**src/rtl/dino_game_ctrl.sv**
```systemverilog
// Game sequencer for the dino runner: debounced jump button, round state machine,
// score/speed ramp and high-score tracking. Every output is registered.
module dino_game_ctrl #(
  parameter logic [23:0] SPEED_INIT       = 24'd200000,
  parameter logic [23:0] SPEED_MIN        = 24'd50000,
  parameter logic [23:0] SPEED_STEP       = 24'd5000,
  parameter int unsigned SCORE_STEP       = 100,
  parameter int unsigned DEBOUNCE_CYCLES  = 1000,
  parameter int unsigned DEAD_HOLD_FRAMES = 30
) (
  input  logic        clk,
  input  logic        sys_rst_n,
  input  logic        btn_jump,
  input  logic        collision,
  input  logic        frame_tick,
  output logic        game_rst,
  output logic        halt,
  output logic        jump,
  output logic [23:0] speed,
  output logic [15:0] score,
  output logic [15:0] hi_score,
  output logic [1:0]  state
);

  localparam int DB_W   = $clog2(DEBOUNCE_CYCLES + 1);
  localparam int RAMP_W = $clog2(SCORE_STEP + 1);
  localparam int LOCK_W = $clog2(DEAD_HOLD_FRAMES + 2);
  localparam logic [DB_W-1:0]   DB_LAST   = DB_W'(DEBOUNCE_CYCLES - 1);
  localparam logic [RAMP_W-1:0] RAMP_LAST = RAMP_W'(SCORE_STEP - 1);
  localparam logic [LOCK_W-1:0] LOCK_HOLD = LOCK_W'(DEAD_HOLD_FRAMES);

  typedef enum logic [1:0] {
    ST_ATTRACT = 2'd0,
    ST_START   = 2'd1,
    ST_RUN     = 2'd2,
    ST_DEAD    = 2'd3
  } state_e;

  logic              sync1_q, sync2_q;
  logic              db_q, db_d;
  logic [DB_W-1:0]   db_cnt_q, db_cnt_d;
  logic              press_q, press_d;
  state_e            state_q, state_d;
  logic [RAMP_W-1:0] ramp_q, ramp_d;
  logic [LOCK_W-1:0] lock_q, lock_d;
  logic [23:0]       speed_q, speed_d;
  logic [15:0]       score_q, score_d;
  logic [15:0]       hi_q, hi_d;
  logic              halt_q, game_rst_q, jump_q, jump_d;
  logic [24:0]       spd_sub;

  // Debouncer: level flips only after DEBOUNCE_CYCLES consecutive mismatches.
  always_comb begin
    db_d     = db_q;
    db_cnt_d = '0;
    press_d  = 1'b0;
    if (sync2_q != db_q) begin
      if (db_cnt_q == DB_LAST) begin
        db_d    = sync2_q;
        press_d = sync2_q;
      end else begin
        db_cnt_d = db_cnt_q + 1'b1;
      end
    end
  end

  always_comb begin
    state_d = state_q;
    speed_d = speed_q;
    score_d = score_q;
    ramp_d  = ramp_q;
    lock_d  = lock_q;
    hi_d    = hi_q;
    jump_d  = 1'b0;
    // 25-bit subtract so a step larger than speed cannot wrap past the floor
    spd_sub = {1'b0, speed_q} - {1'b0, SPEED_STEP};
    case (state_q)
      ST_ATTRACT: if (press_q) state_d = ST_START;
      ST_START:   state_d = ST_RUN;
      ST_RUN: begin
        if (collision) begin
          state_d = ST_DEAD;
          if (score_q > hi_q) hi_d = score_q;
        end else begin
          jump_d = press_q;
          if (frame_tick) begin
            if (score_q != 16'hFFFF) score_d = score_q + 1'b1;
            if (ramp_q == RAMP_LAST) begin
              ramp_d  = '0;
              speed_d = (spd_sub[24] || (spd_sub[23:0] < SPEED_MIN)) ? SPEED_MIN : spd_sub[23:0];
            end else begin
              ramp_d = ramp_q + 1'b1;
            end
          end
        end
      end
      ST_DEAD: begin
        if (frame_tick && (lock_q < LOCK_HOLD)) lock_d = lock_q + 1'b1;
        if (press_q && (lock_q >= LOCK_HOLD)) state_d = ST_START;
      end
      default: state_d = ST_ATTRACT;
    endcase
    // Round setup happens on the edge into START so START already shows it
    if ((state_d == ST_START) && (state_q != ST_START)) begin
      speed_d = SPEED_INIT;
      score_d = '0;
      ramp_d  = '0;
    end
    if ((state_d == ST_DEAD) && (state_q != ST_DEAD)) lock_d = '0;
  end

  always_ff @(posedge clk or negedge sys_rst_n) begin
    if (!sys_rst_n) begin
      sync1_q    <= 1'b0;
      sync2_q    <= 1'b0;
      db_q       <= 1'b0;
      db_cnt_q   <= '0;
      press_q    <= 1'b0;
      state_q    <= ST_ATTRACT;
      ramp_q     <= '0;
      lock_q     <= '0;
      speed_q    <= SPEED_INIT;
      score_q    <= '0;
      hi_q       <= '0;
      halt_q     <= 1'b1;
      game_rst_q <= 1'b0;
      jump_q     <= 1'b0;
    end else begin
      sync1_q    <= btn_jump;
      sync2_q    <= sync1_q;
      db_q       <= db_d;
      db_cnt_q   <= db_cnt_d;
      press_q    <= press_d;
      state_q    <= state_d;
      ramp_q     <= ramp_d;
      lock_q     <= lock_d;
      speed_q    <= speed_d;
      score_q    <= score_d;
      hi_q       <= hi_d;
      halt_q     <= (state_d != ST_RUN);
      game_rst_q <= (state_d == ST_START);
      jump_q     <= jump_d;
    end
  end

  assign game_rst = game_rst_q;
  assign halt     = halt_q;
  assign jump     = jump_q;
  assign speed    = speed_q;
  assign score    = score_q;
  assign hi_score = hi_q;
  assign state    = state_q;

endmodule

```
**config.mk**
```make
export PLATFORM = sky130hd
export DESIGN_NAME = dino_game_ctrl
export DESIGN_NICKNAME = d
export VERILOG_FILES = /design/src/rtl/dino_game_ctrl.sv
export SDC_FILE = /design/constraint.sdc
export NUM_CORES = 1
export LEC_CHECK = 0
export CAP_MARGIN = 40
export CORE_ASPECT_RATIO = 0.5
export CORE_MARGIN = 2
export CORE_UTILIZATION = 40
export CTS_CLUSTER_DIAMETER = 80
export DETAILED_ROUTE_END_ITERATION = 10
export REMOVE_ABC_BUFFERS = 1
export SYNTH_ARGS = -nofsm -noshare
export SYNTH_HDL_FRONTEND = slang
export SYNTH_SLANG_ARGS = --single-unit
```
**constraint.sdc**
```tcl
create_clock -name clk -period 3.4 [get_ports clk]
set_input_delay 0.34 -clock clk [delete_from_list [all_inputs] [get_ports clk]]
set_output_delay 0.34 -clock clk [all_outputs]
set_load 0.1 [all_outputs]
```
==> impl_summary.md <==
Setup path
The nature of the critical path endpoint is a flop. The largest fanout of any net on the critical path is 11. The worst setup path is launched from a flop. The signal on the critical path passes through inv_1 > ha_1 > nor3b_1 > buf_4 > o21ai_1 > xor2_1 > nand4_2 > a2111oi_4 > buf_4 > o21ai_1 > a221o_1.

Across all register-to-register paths, the minimum setup slack is 300 ps. The endpoint of the most critical register-to-register path is speed[11]. Data arrives at the worst endpoint at 3360 ps.

In this run the critical register-to-register path is launched from speed[3]. The cell type of the slowest stage on the worst timing path is a2111oi_4. For this run, the slowest stage of the critical path takes 480 ps. The worst path required time is 3660 ps. The type of the worst setup path is flop to flop. The worst reg-to-reg path cell count is 11.

STA
The measured slew at the worst slew-check pin is 841 ps. In the post-route analysis, the smallest setup slack over all paths is 298 ps. The final hold violation count is 0.

Setup repair after global routing left no endpoint under its margin. The relative slew slack is 43.9%. The count of pins over their slew limit is 0. The fraction of the cycle the final worst path needs is 91.2%. The count of endpoints failing setup in the final report is 0. The post-route clock skew is 6.83 ps. The smallest clock period supported by the final layout is computed as 3100 ps. Static timing analysis puts the maximum clock frequency at 322 MHz.

Yosys
A synthesized cell averages 9.65 um^2. After synthesis, the largest family of logic cells by area is simple AND/OR/NAND/NOR gates. Measured against the total synthesized area, the mux share comes to 4.85%. The Yosys step of the flow raised 0 warnings.

The netlist area before placement is 4870 um^2. The simple-gate portion of the synthesized area is 20.9%. The post-synthesis share of cell area spent on full adders, half adders and majority gates is 5.65%. After Yosys synthesis, XOR and XNOR cells account for 5.75% of the synthesized area.

The number of synthesized flops with an enable pin is 0. Counting distinct cell types in the post-synthesis netlist gives 69. The register area share after synthesis is 43.3%. Of all flip-flops after synthesis, the portion carrying an async set or reset was 100%.

Among all flip-flop cells after synthesis, the most frequent one is dfrtp_1. The number of instances in the synthesized netlist is 505. The synthesized-area fraction occupied by ao, oa, aoi and oai cells is 14.4%. After synthesis the netlist holds a flip-flop and latch count of 84.

CTS
The cell sitting at the root of the clock tree is a clkbuf_16. The buffers inserted during post-CTS setup optimization is 0. For the worst-skew pair, the clock arrives at the later sink with an insertion delay of 340 ps.

The number of buffers inserted by hold repair at cts is 1. The clock passes through at most 2 buffers. The TritonCTS clock tree is done. The clock transition at the registers of the reported paths is 60 ps. The total CTS buffers is 9.

The post-cts resize count is 0. The number of clock sinks seen by CTS is 84. The maximum level of the CTS H-tree is 3.

Pwr
The reported leakage power is 3.04 nW. The share of total power dissipated in combinational logic is 8.2%. In this run the power spent charging and discharging nets is 0.554 mW. The switching part of the total power is 24.8%. In this run the power density over the cells is 325 nW/um^2. The clock network fraction of total power is 43.4%. Summing internal, switching and leakage power gives 2.23 mW.

The highest ir drop seen on vdd is 0.211 mV. Internal power comes to 1.68 mW. The register share of total power is 48.4%.

Die
The die is 82.0 um tall. The area of the core region is 11,800 um^2. The I/O pin count is 66. The die outline area is 13,100 um^2.

The floorplan step set the die width to 160 um. The floorplan has 28 rows. The initial utilization of the core area, before any placement, comes to 41.1%.

Job
The tool flagged a number of max-cap violations equal to 0.

Run status
The run finished with clean final reports.

Detailed routing
The total routed wire length on the met1 layer is 5630 um. The routed design uses 509 um of met3 wire. The vias per cell is 5.25. The count of nets left with antenna violations once routing finished came out at 0. In the routed design, unresolved DRC markers number 0. After the first detailed-routing iteration, the DRC count stood at 201. After detailed routing, the met2 layer carries 5630 um of wire.

The detailed-routing iteration count for the pre-antenna-repair pass is 4. The routed length per instance is 15.0 um. The uppermost layer routed is met4. Summed over all layers, the routed wires come to 11,900 um. Detailed routing inserted a total of 4,166 vias.

Global routing
Global routing used 19.4% of the available tracks across all layers. The largest net degree at the start of global routing is 48. The number of global-route vias before repair is 4,072. The number of antenna violations at the first check in global routing is 0. The first-pass GRT wire length is 20,200 um.

The overall overflow remaining after global route is 0.

Worst hold path
The hold path endpoint is sync2_q. The hold path startpoint is sync1_q. The hold path depth is 0. The path class of the tightest hold or removal check is flop to flop.

Cells and area
The final layout contains 651 nets. The share of final-layout standard cells stronger than drive strength 1 is 19.6%. The area growth from synthesis to layout is 41.0%. The number of antenna diodes in the final layout is 0. The number of filler cells placed in the layout is 1,040.

Placement
The placed wire-length estimate after detailed placement is 8490 um. The setup slack after placement is 289 ps. The final weighted congestion in routability-driven placement is 0.802. Port buffering added 62 buffers.
## placed cells by master (no fill, tap or decap), types with 4 or more instances in the layout
master,synthesis,layout
a31oi_1,5,5
a21oi_1,17,17
a221o_1,5,5
nor3b_1,5,5
buf_4,3,10
and3_1,12,12
o21ai_0,18,18
o21ai_1,4,4
nor2b_1,7,7
nand4_1,19,19
buf_8,0,55
nor2_1,62,62
xnor2_1,11,11
o211ai_1,4,4
dfstp_2,7,7
or3_1,4,4
nand2_1,35,35
inv_1,29,29
nand3_1,15,15
and4_1,5,5
or4_1,4,4
buf_16,0,4
nor3_1,12,12
clkbuf_16,0,9
ha_1,22,22
mux2_2,17,17
a21o_1,4,4
clkdlybuf4s50_1,0,61
dfrtp_1,77,77
xor2_1,21,21
## kinds of logic after synthesis
family          after synthesis
simple gates                196
compound gates               95
flops                        84
buf+inv                      54
xor+xnor                     32
fa+ha+maj                    22
mux                          21
other cells                   1
## power by group through the flow
stage | Clock [mW] | Sequential [mW] | Combinational (mW)
3_5_place_dp | 0 | 1.10 | 0.183
6_report | 0.970 | 1.08 | 0.183
2_1_floorplan | 0 | 1.11 | 0.0999
5_1_grt | 1.04 | 1.09 | 0.206
4_1_cts | 0.986 | 1.08 | 0.186
3_3_place_gp | 0 | 1.10 | 0.167
## cells in the mapped netlist, types with 3 or more instances
cell,instances,area (um^2)
and2_1,3,18.8
nor2b_1,7,43.8
clkbuf_1,10,37.5
nor3_1,12,60.1
a21oi_1,17,85.1
inv_1,29,109
nand2_1,35,131
ha_1,22,275
mux2_2,17,191
o211ai_1,4,30.0
o21ai_1,4,20.0
a21o_1,4,30.0
buf_2,7,35.0
dfrtp_1,77,1930
nor2_1,62,233
a311oi_1,3,26.3
a31oi_1,5,31.3
dfstp_2,7,184
or4_1,4,30.0
xor2_1,21,184
mux2i_1,3,30.0
o21ai_0,18,90.1
nand4_1,19,119
nor3b_1,5,37.5
buf_6,3,33.8
and4_1,5,43.8
a221o_1,5,50.1
o31ai_1,3,22.5
xnor2_1,11,96.3
and3_1,12,75.1
nor4_1,3,18.8
buf_4,3,22.5
nand3_1,15,75.1
o31a_1,3,26.3
or3_1,4,25.0
## layer usage
layer  vias up  GRT usage [%]
met5         -              0
met4         0           4.23
met3         8           4.44
met2       103           33.2
met1      2003           25.5
li1       2052              -
## through the flow
| step | instances | setup TNS [ps] | hold WS (ps) | instance area [um^2] | util, % |
|---|---|---|---|---|---|
| finish | 793 | 0 | 352 | 6870 | 58.0 |
| global route | 793 | 0 | 357 | 6870 | 58.0 |
| CTS | 793 | 0 | 352 | 6870 | 58.0 |
| detailed placement | 777 | 0 | 253 | 6570 | 55.5 |
| global placement | 718 | 0 | 335 | 5630 | 47.6 |
| floorplan | 482 | -7030 | 44.4 | 4740 | - |
## worst max-delay path by stage
stage                         from           end  slack, ps  depth (start not counted)
final                     speed[3]     speed[11]        300                         11
after global routing      score[2]   hi_score[2]         70                          8
after CTS                 score[2]   hi_score[2]        270                          8
after detailed placement  score[2]   hi_score[3]        290                          8
after global placement    score[2]  hi_score[13]        370                          8
after floorplan           speed[3]     speed[19]       -570                          9
## flip-flops by register name, indices dropped and copies added, names as in the netlist
signal	count
halt	1
lock_q	5
ramp_q	7
sync2_q	1
db_cnt_q	10
speed	21
db_q	1
hi_score	16
sync1_q	1
game_rst	1
press_q	1
score	16
jump	1
state	2
## final cells by class
| type | count | area (um^2) | share of cell area, % |
|---|---|---|---|
| timing repair buffer | 131 | 1630 | 23.7 |
| sequential | 84 | 2110 | 30.7 |
| clock inverter | 6 | 65.1 | 0.947 |
| multi-input combinational | 369 | 2520 | 36.7 |
| tap | 165 | 206 | 3.00 |
| clock buffer | 9 | 225 | 3.28 |
| inverter | 29 | 109 | 1.58 |
## worst max-delay path, delay by kind of cell (launching register included)
kind,cells,cell delay [ps]
AO/OA/AOI/OAI,4,1220
adder cells (fa/ha/maj),1,270
buffers and inverters,3,560
XOR/XNOR,1,210
flip-flops,1,460
AND/OR/NAND/NOR,2,300
(Power assumes the default switching activity.)
